===== config.mk =====
export PLATFORM = sky130hd
export DESIGN_NAME = regfile_write_scheduler_flat
export DESIGN_NICKNAME = d
export VERILOG_FILES = /design/src/rtl/regfile_write_scheduler_pkg.sv /design/src/rtl/regfile_write_scheduler_if.sv /design/src/rtl/regfile_write_scheduler_youngest_match.sv /design/src/rtl/regfile_write_scheduler.sv /design/src/flat_wrapper.sv
export SDC_FILE = /design/constraint.sdc
export NUM_CORES = 1
export LEC_CHECK = 0
export CORE_MARGIN = 2
export CORE_UTILIZATION = 60
export DETAILED_ROUTE_END_ITERATION = 16
export GPL_TIMING_DRIVEN = 1
export PLACE_DENSITY_LB_ADDON = 0.08
export SYNTH_ARGS = -nofsm -noshare
export SYNTH_HDL_FRONTEND = slang
export SYNTH_HIERARCHICAL = 1
export SYNTH_SLANG_ARGS = --single-unit

===== constraint.sdc =====
create_clock -name clk -period 3.4 [get_ports clk]
set_input_delay 0.85 -clock clk [delete_from_list [all_inputs] [get_ports clk]]
set_output_delay 0.85 -clock clk [all_outputs]
set_load 0.01 [all_outputs]

===== src/rtl/regfile_write_scheduler_pkg.sv =====
// Shared types and constants for the register-file write scheduler.
// Optional forwarding port set is enabled with RFWS_FWD_EN.
package rfws_pkg;

  localparam int RFWS_AW = 5;
  localparam int RFWS_DW = 32;

  localparam int unsigned REG_ZERO = 0;

  typedef struct packed {
    logic               valid;
    logic [RFWS_AW-1:0] addr;
    logic [RFWS_DW-1:0] data;
  } wb_req_t;

  // A request is worth queueing only if valid and not aimed at $zero.
  function automatic logic keep_req(
    input logic        v,
    input logic [31:0] a
  );
    return v && (a != REG_ZERO);
  endfunction

endpackage


===== src/rtl/regfile_write_scheduler_if.sv =====
// Writeback-lane and register-file port bundle for the scheduler.
// Forwarding signals exist only when RFWS_FWD_EN is defined.
interface regfile_write_scheduler_if
  import rfws_pkg::*;
#(
  parameter int DEPTH = 4,
  parameter int AW    = RFWS_AW,
  parameter int DW    = RFWS_DW
) ();

  localparam int CW = $clog2(DEPTH) + 1;

  logic          in0_valid;
  logic [AW-1:0] in0_addr;
  logic [DW-1:0] in0_data;
  logic          in1_valid;
  logic [AW-1:0] in1_addr;
  logic [DW-1:0] in1_data;
  logic          in_ready;
  logic          rf_we;
  logic [AW-1:0] rf_waddr;
  logic [DW-1:0] rf_wdata;
  logic [CW-1:0] count;
  logic          empty;
`ifdef RFWS_FWD_EN
  logic [AW-1:0] fwd_addr;
  logic          fwd_hit;
  logic [DW-1:0] fwd_data;
`endif

`ifdef RFWS_FWD_EN
  modport master (
    output in0_valid, in0_addr, in0_data,
    output in1_valid, in1_addr, in1_data,
    output fwd_addr,
    input  in_ready, rf_we, rf_waddr, rf_wdata,
    input  count, empty, fwd_hit, fwd_data
  );

  modport slave (
    input  in0_valid, in0_addr, in0_data,
    input  in1_valid, in1_addr, in1_data,
    input  fwd_addr,
    output in_ready, rf_we, rf_waddr, rf_wdata,
    output count, empty, fwd_hit, fwd_data
  );
`else
  modport master (
    output in0_valid, in0_addr, in0_data,
    output in1_valid, in1_addr, in1_data,
    input  in_ready, rf_we, rf_waddr, rf_wdata,
    input  count, empty
  );

  modport slave (
    input  in0_valid, in0_addr, in0_data,
    input  in1_valid, in1_addr, in1_data,
    output in_ready, rf_we, rf_waddr, rf_wdata,
    output count, empty
  );
`endif

endinterface


===== src/rtl/regfile_write_scheduler_youngest_match.sv =====
// Backward priority search for the youngest queued write to an address.
// Instantiated by the scheduler only when RFWS_FWD_EN is defined.
module rfws_youngest_match
  import rfws_pkg::*;
#(
  parameter int DEPTH = 4,
  parameter int AW    = RFWS_AW,
  parameter int DW    = RFWS_DW,
  localparam int PW   = $clog2(DEPTH)
) (
  input  logic [PW-1:0]              wr_ptr,
  input  logic [DEPTH-1:0]           valid,
  input  logic [DEPTH-1:0][AW-1:0]   addr,
  input  logic [DEPTH-1:0][DW-1:0]   data,
  input  logic [AW-1:0]              query,
  output logic                       hit,
  output logic [DW-1:0]              hit_data
);

  logic          query_nz;
  logic [PW-1:0] idx;

  assign query_nz = (32'(query) != REG_ZERO);

  // Walk oldest to youngest so the youngest match overwrites the rest.
  always_comb begin
    hit      = 1'b0;
    hit_data = '0;
    idx      = '0;
    for (int i = DEPTH; i >= 1; i--) begin
      idx = wr_ptr - PW'(i);
      if (query_nz && valid[idx] && (addr[idx] == query)) begin
        hit      = 1'b1;
        hit_data = data[idx];
      end
    end
  end

endmodule


===== src/rtl/regfile_write_scheduler.sv =====
// Two-lane writeback queue draining one write per cycle into the RF.
// Define RFWS_FWD_EN to add the pending-write forwarding lookup.
module regfile_write_scheduler
  import rfws_pkg::*;
#(
  parameter int DEPTH = 4,
  parameter int AW    = RFWS_AW,
  parameter int DW    = RFWS_DW
) (
  input  logic                      clk,
  input  logic                      areset,
  input  logic                      flush,
  input  logic                      hold,
  regfile_write_scheduler_if.slave  bus
);

  localparam int PW = $clog2(DEPTH);
  localparam int CW = PW + 1;

  typedef struct packed {
    logic          valid;
    logic [AW-1:0] addr;
    logic [DW-1:0] data;
  } entry_t;

  entry_t [DEPTH-1:0] mem_q, mem_d;
  logic [PW-1:0]      wr_ptr_q, wr_ptr_d;
  logic [PW-1:0]      rd_ptr_q, rd_ptr_d;
  logic [CW-1:0]      cnt_q, cnt_d;

  logic          in_ready;
  logic          keep0, keep1;
  logic          pop;
  logic [PW-1:0] wr_ptr_n1;
  entry_t        head;
  entry_t        ent0, ent1;

  // Admission, filtering and drain decode from registered state.
  always_comb begin
    in_ready  = (cnt_q <= CW'(DEPTH - 2));
    keep0     = in_ready
              && keep_req(bus.in0_valid, 32'(bus.in0_addr));
    keep1     = in_ready
              && keep_req(bus.in1_valid, 32'(bus.in1_addr));
    pop       = (cnt_q != '0) && !hold;
    head      = mem_q[rd_ptr_q];
    wr_ptr_n1 = wr_ptr_q + PW'(1);
    ent0      = '{valid: 1'b1,
                  addr:  bus.in0_addr,
                  data:  bus.in0_data};
    ent1      = '{valid: 1'b1,
                  addr:  bus.in1_addr,
                  data:  bus.in1_data};
  end

  assign bus.in_ready = in_ready;
  assign bus.rf_we    = pop;
  assign bus.rf_waddr = pop ? head.addr : '0;
  assign bus.rf_wdata = pop ? head.data : '0;
  assign bus.count    = cnt_q;
  assign bus.empty    = (cnt_q == '0);

  // Next queue state: flush clears everything, else pop then push.
  always_comb begin
    mem_d    = mem_q;
    wr_ptr_d = wr_ptr_q;
    rd_ptr_d = rd_ptr_q;
    cnt_d    = cnt_q;
    if (flush) begin
      for (int i = 0; i < DEPTH; i++) begin
        mem_d[i].valid = 1'b0;
      end
      wr_ptr_d = '0;
      rd_ptr_d = '0;
      cnt_d    = '0;
    end else begin
      if (pop) begin
        mem_d[rd_ptr_q].valid = 1'b0;
        rd_ptr_d              = rd_ptr_q + PW'(1);
      end
      unique case (1'b1)
        keep0 && keep1: begin
          mem_d[wr_ptr_q]  = ent0;
          mem_d[wr_ptr_n1] = ent1;
          wr_ptr_d         = wr_ptr_q + PW'(2);
        end
        keep0 && !keep1: begin
          mem_d[wr_ptr_q] = ent0;
          wr_ptr_d        = wr_ptr_n1;
        end
        !keep0 && keep1: begin
          mem_d[wr_ptr_q] = ent1;
          wr_ptr_d        = wr_ptr_n1;
        end
        default: ;
      endcase
      cnt_d = cnt_q + CW'(keep0) + CW'(keep1) - CW'(pop);
    end
  end

  // Queue state registers; reset discards every pending write.
  always_ff @(posedge clk or negedge areset) begin
    if (!areset) begin
      mem_q    <= '0;
      wr_ptr_q <= '0;
      rd_ptr_q <= '0;
      cnt_q    <= '0;
    end else begin
      mem_q    <= mem_d;
      wr_ptr_q <= wr_ptr_d;
      rd_ptr_q <= rd_ptr_d;
      cnt_q    <= cnt_d;
    end
  end

`ifdef RFWS_FWD_EN
  logic [DEPTH-1:0]         fwd_v;
  logic [DEPTH-1:0][AW-1:0] fwd_a;
  logic [DEPTH-1:0][DW-1:0] fwd_d;

  // Unpack queue entries into per-field vectors for the search.
  always_comb begin
    fwd_v = '0;
    fwd_a = '0;
    fwd_d = '0;
    for (int i = 0; i < DEPTH; i++) begin
      fwd_v[i] = mem_q[i].valid;
      fwd_a[i] = mem_q[i].addr;
      fwd_d[i] = mem_q[i].data;
    end
  end

  rfws_youngest_match #(
    .DEPTH (DEPTH),
    .AW    (AW),
    .DW    (DW)
  ) u_match (
    .wr_ptr   (wr_ptr_q),
    .valid    (fwd_v),
    .addr     (fwd_a),
    .data     (fwd_d),
    .query    (bus.fwd_addr),
    .hit      (bus.fwd_hit),
    .hit_data (bus.fwd_data)
  );
`endif

endmodule


===== src/flat_wrapper.sv =====
// flat-port wrapper written by rule: the top's interface ports become plain ports
module regfile_write_scheduler_flat import rfws_pkg::*;
#(
  parameter int DEPTH = 4,
  parameter int AW    = RFWS_AW,
  parameter int DW    = RFWS_DW
)
  (clk, areset, flush, hold, bus_in0_valid, bus_in0_addr, bus_in0_data, bus_in1_valid, bus_in1_addr, bus_in1_data, bus_in_ready, bus_rf_we, bus_rf_waddr, bus_rf_wdata, bus_count, bus_empty);
  regfile_write_scheduler_if #(.DEPTH(DEPTH), .AW(AW), .DW(DW)) bus_i ();
  input  logic clk;
  input  logic areset;
  input  logic flush;
  input  logic hold;
  input wire logic [$bits(bus_i.in0_valid)-1:0] bus_in0_valid;
  input wire logic [$bits(bus_i.in0_addr)-1:0] bus_in0_addr;
  input wire logic [$bits(bus_i.in0_data)-1:0] bus_in0_data;
  input wire logic [$bits(bus_i.in1_valid)-1:0] bus_in1_valid;
  input wire logic [$bits(bus_i.in1_addr)-1:0] bus_in1_addr;
  input wire logic [$bits(bus_i.in1_data)-1:0] bus_in1_data;
  output wire logic [$bits(bus_i.in_ready)-1:0] bus_in_ready;
  output wire logic [$bits(bus_i.rf_we)-1:0] bus_rf_we;
  output wire logic [$bits(bus_i.rf_waddr)-1:0] bus_rf_waddr;
  output wire logic [$bits(bus_i.rf_wdata)-1:0] bus_rf_wdata;
  output wire logic [$bits(bus_i.count)-1:0] bus_count;
  output wire logic [$bits(bus_i.empty)-1:0] bus_empty;
  assign bus_i.in0_valid = bus_in0_valid;
  assign bus_i.in0_addr = bus_in0_addr;
  assign bus_i.in0_data = bus_in0_data;
  assign bus_i.in1_valid = bus_in1_valid;
  assign bus_i.in1_addr = bus_in1_addr;
  assign bus_i.in1_data = bus_in1_data;
  assign bus_in_ready = bus_i.in_ready;
  assign bus_rf_we = bus_i.rf_we;
  assign bus_rf_waddr = bus_i.rf_waddr;
  assign bus_rf_wdata = bus_i.rf_wdata;
  assign bus_count = bus_i.count;
  assign bus_empty = bus_i.empty;
  regfile_write_scheduler #(.DEPTH(DEPTH), .AW(AW), .DW(DW)) u_core (.clk(clk), .areset(areset), .flush(flush), .hold(hold), .bus(bus_i));
endmodule

# Word-level counts from Yosys, hierarchy flattened
# Cells that the tools add are included.
[classes]
magnitude_cmp = 7
reduce_logical = 21
add_sub_neg = 6
n_mux = 26
[ops]
columns = ["cell", "n"]
rows = [
  ["bitwise mux 152 bit", 4],
  ["case mux 152 bit (3 select lines)", 1],
  ["two-way mux 152 bit", 2],
  ["demux 38 bit (select 2 bit)", 3],
  ["two-way mux 38 bit", 3],
  ["binary-select mux 38 bit (select 2 bit)", 1],
  ["two-way mux 37 bit", 1],
  ["two-way mux 32 bit", 1],
  ["logical AND 1 bit", 11],
  ["nonzero test 5 bit", 2],
  ["< comparator 2 x 3 -> 1 bit, second input constant", 3],
  ["adder 3 x 1 -> 3 bit", 2],
  ["greater-or-equal comparator 2 x 1 -> 1 bit, second input constant", 3],
  ["two-way mux 2 bit", 3],
  ["nonzero test 3 bit", 2],
  ["two-way mux 5 bit", 1],
  ["adder 2 x 1 -> 2 bit, second input constant", 2],
  ["two-way mux 1 bit", 4],
  ["case mux 2 bit (2 select lines)", 1],
  ["<= comparator 3 x 2 -> 1 bit, second input constant", 1],
  ["logical NOT 1 bit", 3],
  ["logical NOT 3 bit", 1],
  ["two-way mux 3 bit", 1],
  ["subtractor 3 x 1 -> 3 bit", 1],
  ["3 further kinds", 3],
]
[word_totals]
register_bits = 159

# Depth between registers and ports, before layout
[depth]
word_depth = 11
depth_mapped = 12
ltp_nobuf = 10

# Worst setup path after synthesis
# No wires, ideal clock.
[synth_path]
kind = "input-to-reg"
startpoint = "input port bus_in0_addr[3]"
endpoint = "register u_core.cnt_q[2], in the netlist u_core/bus.count[2]"
slack_ns = 0.349
arrival_ns = 2.932
setup_ns = 0.119
n_path_buf = 0
path_stages = 8
cell_sequence = "or4_1 o21ai_0 nand2b_1 ha_1 fa_1 fa_1 xnor2_1 nor2_1"
[synth_via]
elab_chain_cells = 7
[synth_rtl]
columns = ["item", "line", "rtl"]
rows = [
  ["start: declaration", "flat_wrapper.sv:15", "input wire logic [$bits(bus_i.in0_addr)-1:0] bus_in0_addr;"],
  ["nonzero test 5 bit", "regfile_write_scheduler_pkg.sv:21", "return v && (a != REG_ZERO);"],
  ["logical AND 1 bit", "regfile_write_scheduler_pkg.sv:21", ""],
  ["logical AND 1 bit", "regfile_write_scheduler.sv:42", "&& keep_req(bus.in0_valid, 32'(bus.in0_addr));"],
  ["adder 3 x 1 -> 3 bit (2 in a row)", "regfile_write_scheduler.sv:97", "cnt_d = cnt_q + CW'(keep0) + CW'(keep1) - CW'(pop);"],
  ["subtractor 3 x 1 -> 3 bit", "regfile_write_scheduler.sv:97", ""],
  ["two-way mux 3 bit", "regfile_write_scheduler.sv:69", "if (flush) begin"],
  ["named net u_core.cnt_d[2]", "regfile_write_scheduler.sv:29", "logic [CW-1:0] cnt_q, cnt_d;"],
  ["end signal: assignment", "regfile_write_scheduler.sv:112", "cnt_q <= cnt_d;"],
  ["end: declaration", "regfile_write_scheduler.sv:29", ""],
]
# The timed path passes the listed nets, and every way through them passes these cells.
# A chain may end at the register's enable or synchronous reset.

# Worst setup path after layout
[layout_path]
startpoint = "input port hold"
endpoint = "output port bus_rf_waddr[3]"
[layout_via]
elab_chain_cells = 3
[layout_rtl]
columns = ["item", "line", "rtl"]
rows = [
  ["start: declaration", "flat_wrapper.sv:13", "input logic hold;"],
  ["logical NOT 1 bit", "regfile_write_scheduler.sv:45", "pop = (cnt_q != '0) && !hold;"],
  ["logical AND 1 bit", "regfile_write_scheduler.sv:45", ""],
  ["two-way mux 5 bit", "regfile_write_scheduler.sv:58", "assign bus.rf_waddr = pop ? head.addr : '0;"],
  ["end: declaration", "flat_wrapper.sv:22", "output wire logic [$bits(bus_i.rf_waddr)-1:0] bus_rf_waddr;"],
]
# No other way between the ends.

==> results.sh <==
export IMPL_place_worst_setup_slack_ns=-0.278
export IMPL_synthFlopType="dfrtp_1"
export IMPL_ant_nets=0
export IMPL_cts_tree="done"
export IMPL_regArea_um2=3880
export IMPL_antenna_cells=0
export IMPL_yosys_top_cells_area="dfrtp_1 28%, mux2_2 18%, a22oi_1 8.0%"
export IMPL_crit_type="input port to output port"
export IMPL_worstSkewPairLatency_ns=0.44
export IMPL_wl_met3_mm=2.23
export IMPL_fp_dieW_um=156
export IMPL_rrSetupSlack_ns=0.74
export IMPL_cts_made_buffers=17
export IMPL_core_um2=22700
export IMPL_top_layer="met4"
export IMPL_crit_top_cell="clkdlybuf4s50_1"
export IMPL_netlist_area_leader_share_pct=27.8
export IMPL_post_route_period_util_pct=98.7
export IMPL_fin_setup_tns_ns=0
export IMPL_crit_cells=5
export IMPL_maxCapViolations=0
export IMPL_worstSetupStartpoint="hold"
export IMPL_synth_nets=1542
export IMPL_wl_met2_mm=19.9
export IMPL_clock_sinks=155
export IMPL_critical_path_top_delay_family="buffers and inverters"
export IMPL_portBuffers=122
export IMPL_post_route_min_period_ns=3.36
export IMPL_crit_chain="clkdlybuf4s50_1 -> nor2_2 -> buf_12 -> and2_1 -> clkdlybuf4s50_1"
export IMPL_antenna_found_initial=0
export IMPL_rows=55
export IMPL_fin_cells=1788
export IMPL_layout_nets=1583
export IMPL_clock_skew_ns=0.0117
export IMPL_cts_setup_buffers=0
export IMPL_post_route_drc_count=0
export IMPL_cp_data_required_time_ns=2.55
export IMPL_dp_hpwl_mm=24.0
export IMPL_crit_path_start_kind="input port"
export IMPL_path_buf_inv=3
export IMPL_slowest_stage="clkdlybuf4s50_1"
export IMPL_timing_critical_path_to="bus_rf_waddr[3]"
export IMPL_cts_resized=0
export IMPL_grt_max_degree=91
export IMPL_drt_total_wl_mm=40.4
export IMPL_ios=123
export IMPL_yosysSeqAreaShare_pct=27.8
export IMPL_synth_cells=1449
export IMPL_grt_pass1_wl_mm=66.4
export IMPL_htree_levels=4
export IMPL_gr_total_overflow=0
export IMPL_cts_root_buf="clkbuf_16"
export IMPL_grt_pass1_vias=12679
export IMPL_worstSetupEndpointType="output port"
export IMPL_dp_cells=1756
export IMPL_rr_startpoint="u_core/bus.count[1]$_DFF_PN0_"
export IMPL_synth_common_cells="222 x mux2_2, 155 x dfrtp_1, 148 x a22oi_1, 148 x nand2_1, 113 x nand2b_1"
export IMPL_gp_congestion=0.848
export IMPL_drive_gt1_share_pct=25.0
export IMPL_die_area_um2=24500
export IMPL_rsz0062_at_grt="false"
export IMPL_p_total_w=0.0119
export IMPL_vdd_drop_max_v=0.000454
export IMPL_async_flop_share_pct=100
export IMPL_cp_arrival_ns=2.51
export IMPL_start_util_pct=61.4
export IMPL_vias_per_cell=7.07
export IMPL_die_h_um=156
export IMPL_critPathMaxFanout=22
export IMPL_syn_to_final_growth_pct=16.0
export IMPL_hold_viol=0
export IMPL_slowest_delay_ns=0.56
export IMPL_slew_viol_final=0
export IMPL_clkTransAtPathRegs_ns=0.07
export IMPL_worst_pin_slew_ns=0.924
export IMPL_regToRegEndpoint="u_core/bus.count[2]$_DFF_PN0_"
export IMPL_maxSlewHeadroom_pct=38.4
export IMPL_status="finished, final reports clean"
export IMPL_holdBufCountCts=0
export IMPL_ys_ff_latch=155
export IMPL_yosysMostFrequentCell="mux2_2"
export IMPL_avgSynthCellArea_um2=9.62
export IMPL_synth_edf_count=0
export IMPL_yosysTopAreaCell="dfrtp_1"
export IMPL_syn_area_um2=13900
export IMPL_max_freq_mhz=298
export IMPL_grt_usage_pct=33.6
export IMPL_setup_viol=0
export IMPL_clockBufferDepth=2
export IMPL_firstDrtPassIters=5
export IMPL_powerDensity_nw_per_um2=734
export IMPL_ff2ff_path_depth=8
export IMPL_met1_length_mm=17.4
export IMPL_p_leak_nw=5.77
export IMPL_drtIter0Drc=1201
export IMPL_vias=12637
export IMPL_wl_per_cell_um=22.6
export IMPL_yosysWarnings=6
export IMPL_fillers=1741
export IMPL_synth_cell_types=34
export IMPL_multiInputGateArea_um2=9270
export IMPL_hold_class="input port to async pin"
export IMPL_fin_ws_ns=0.0431
==> layout by cell type, fill, tap and decap left out, drive strengths merged <==
| master | n |
|---|---|
| o2111ai | 111 |
| mux2i | 37 |
| o31ai | 1 |
| or3 | 1 |
| nor3 | 1 |
| inv | 9 |
| bufinv | 1 |
| or2 | 1 |
| a21oi | 3 |
| and2 | 38 |
| clkbuf | 20 |
| xor2 | 1 |
| clkinv | 4 |
| or3b | 1 |
| xnor2 | 2 |
| nand2 | 148 |
| or4 | 3 |
| clkdlybuf4s50 | 121 |
| nor2 | 48 |
| a22oi | 148 |
| nand2b | 113 |
| fa | 2 |
| clkinvlp | 5 |
| a221o | 37 |
| mux2 | 222 |
| dfrtp | 155 |
| o211ai | 111 |
| ha | 11 |
| o21ai | 41 |
| mux4 | 37 |
| buf | 69 |
| a211oi | 1 |
==> power by group <==
part | internal (W) | switching, W | total, W
clock | 0.00105 | 0.000867 | 0.00192
sequential | 0.00246 | 0.000596 | 0.00305
combinational | 0.00331 | 0.00359 | 0.00690
total | 0.00682 | 0.00505 | 0.0119
==> stage by stage <==
stage | instance area (µm²) | hold slack, ns | util (%)
6_report | 16200 | 0.390 | 71.2
5_1_grt | 16200 | 0.412 | 71.2
4_1_cts | 16200 | 0.406 | 71.2
3_5_place_dp | 15600 | 0.525 | 68.7
3_3_place_gp | 15600 | 0.514 | 68.7
2_1_floorplan | 13900 | 0.495 | -
==> cell type report <==
| type | instances | share of cell area [%] |
|---|---|---|
| Inverter | 7 | 0.163 |
| Timing Repair Buffer | 190 | 12.8 |
| Clock buffer | 20 | 2.82 |
| Sequential cell | 155 | 24.0 |
| Multi-Input combinational cell | 1119 | 57.3 |
| Tap cell | 285 | 2.21 |
| Clock inverter | 12 | 0.720 |
==> worst reg2reg max path, stage by stage, from the launching register on <==
cell	delay [ns]
dfrtp_1	0.45
nor3_2	0.39
nor2_2	0.12
buf_6	0.19
ha_1	0.32
fa_1	0.42
fa_1	0.42
xnor2_1	0.17
nor2_1	0.06
==> kinds of logic (layout without fill, tap and decap cells) <==
kind of cell	count (synthesis)	in the layout	share of synthesized area, %
flip-flops	155	155	27.8
adder cells (fa/ha/maj)	13	13	1.27
buffers and inverters	175	229	6.33
XOR/XNOR	3	3	0.189
multiplexers	296	296	26.6
AND/OR/NAND/NOR	354	354	12.5
AO/OA/AOI/OAI	453	453	25.3
==> metal layers <==
| layer | track usage (%) | vias to the layer above |
|---|---|---|
| li1 | - | 5720 |
| met1 | 44.5 | 6365 |
| met2 | 57.0 | 487 |
| met3 | 4.60 | 65 |
| met4 | 10.7 | 0 |
| met5 | 0 | - |
==> worst min path at each step <==
stage                           end  slack (ns)  cells past startpoint
after floorplan           flip-flop        0.49                      1
after global placement    flip-flop        0.51                      2
after detailed placement  flip-flop        0.52                      1
after CTS                 async pin        0.41                      1
after global routing      async pin        0.41                      1
final                     async pin        0.39                      1
No activity file was read; power rests on OpenSTA's default activity.
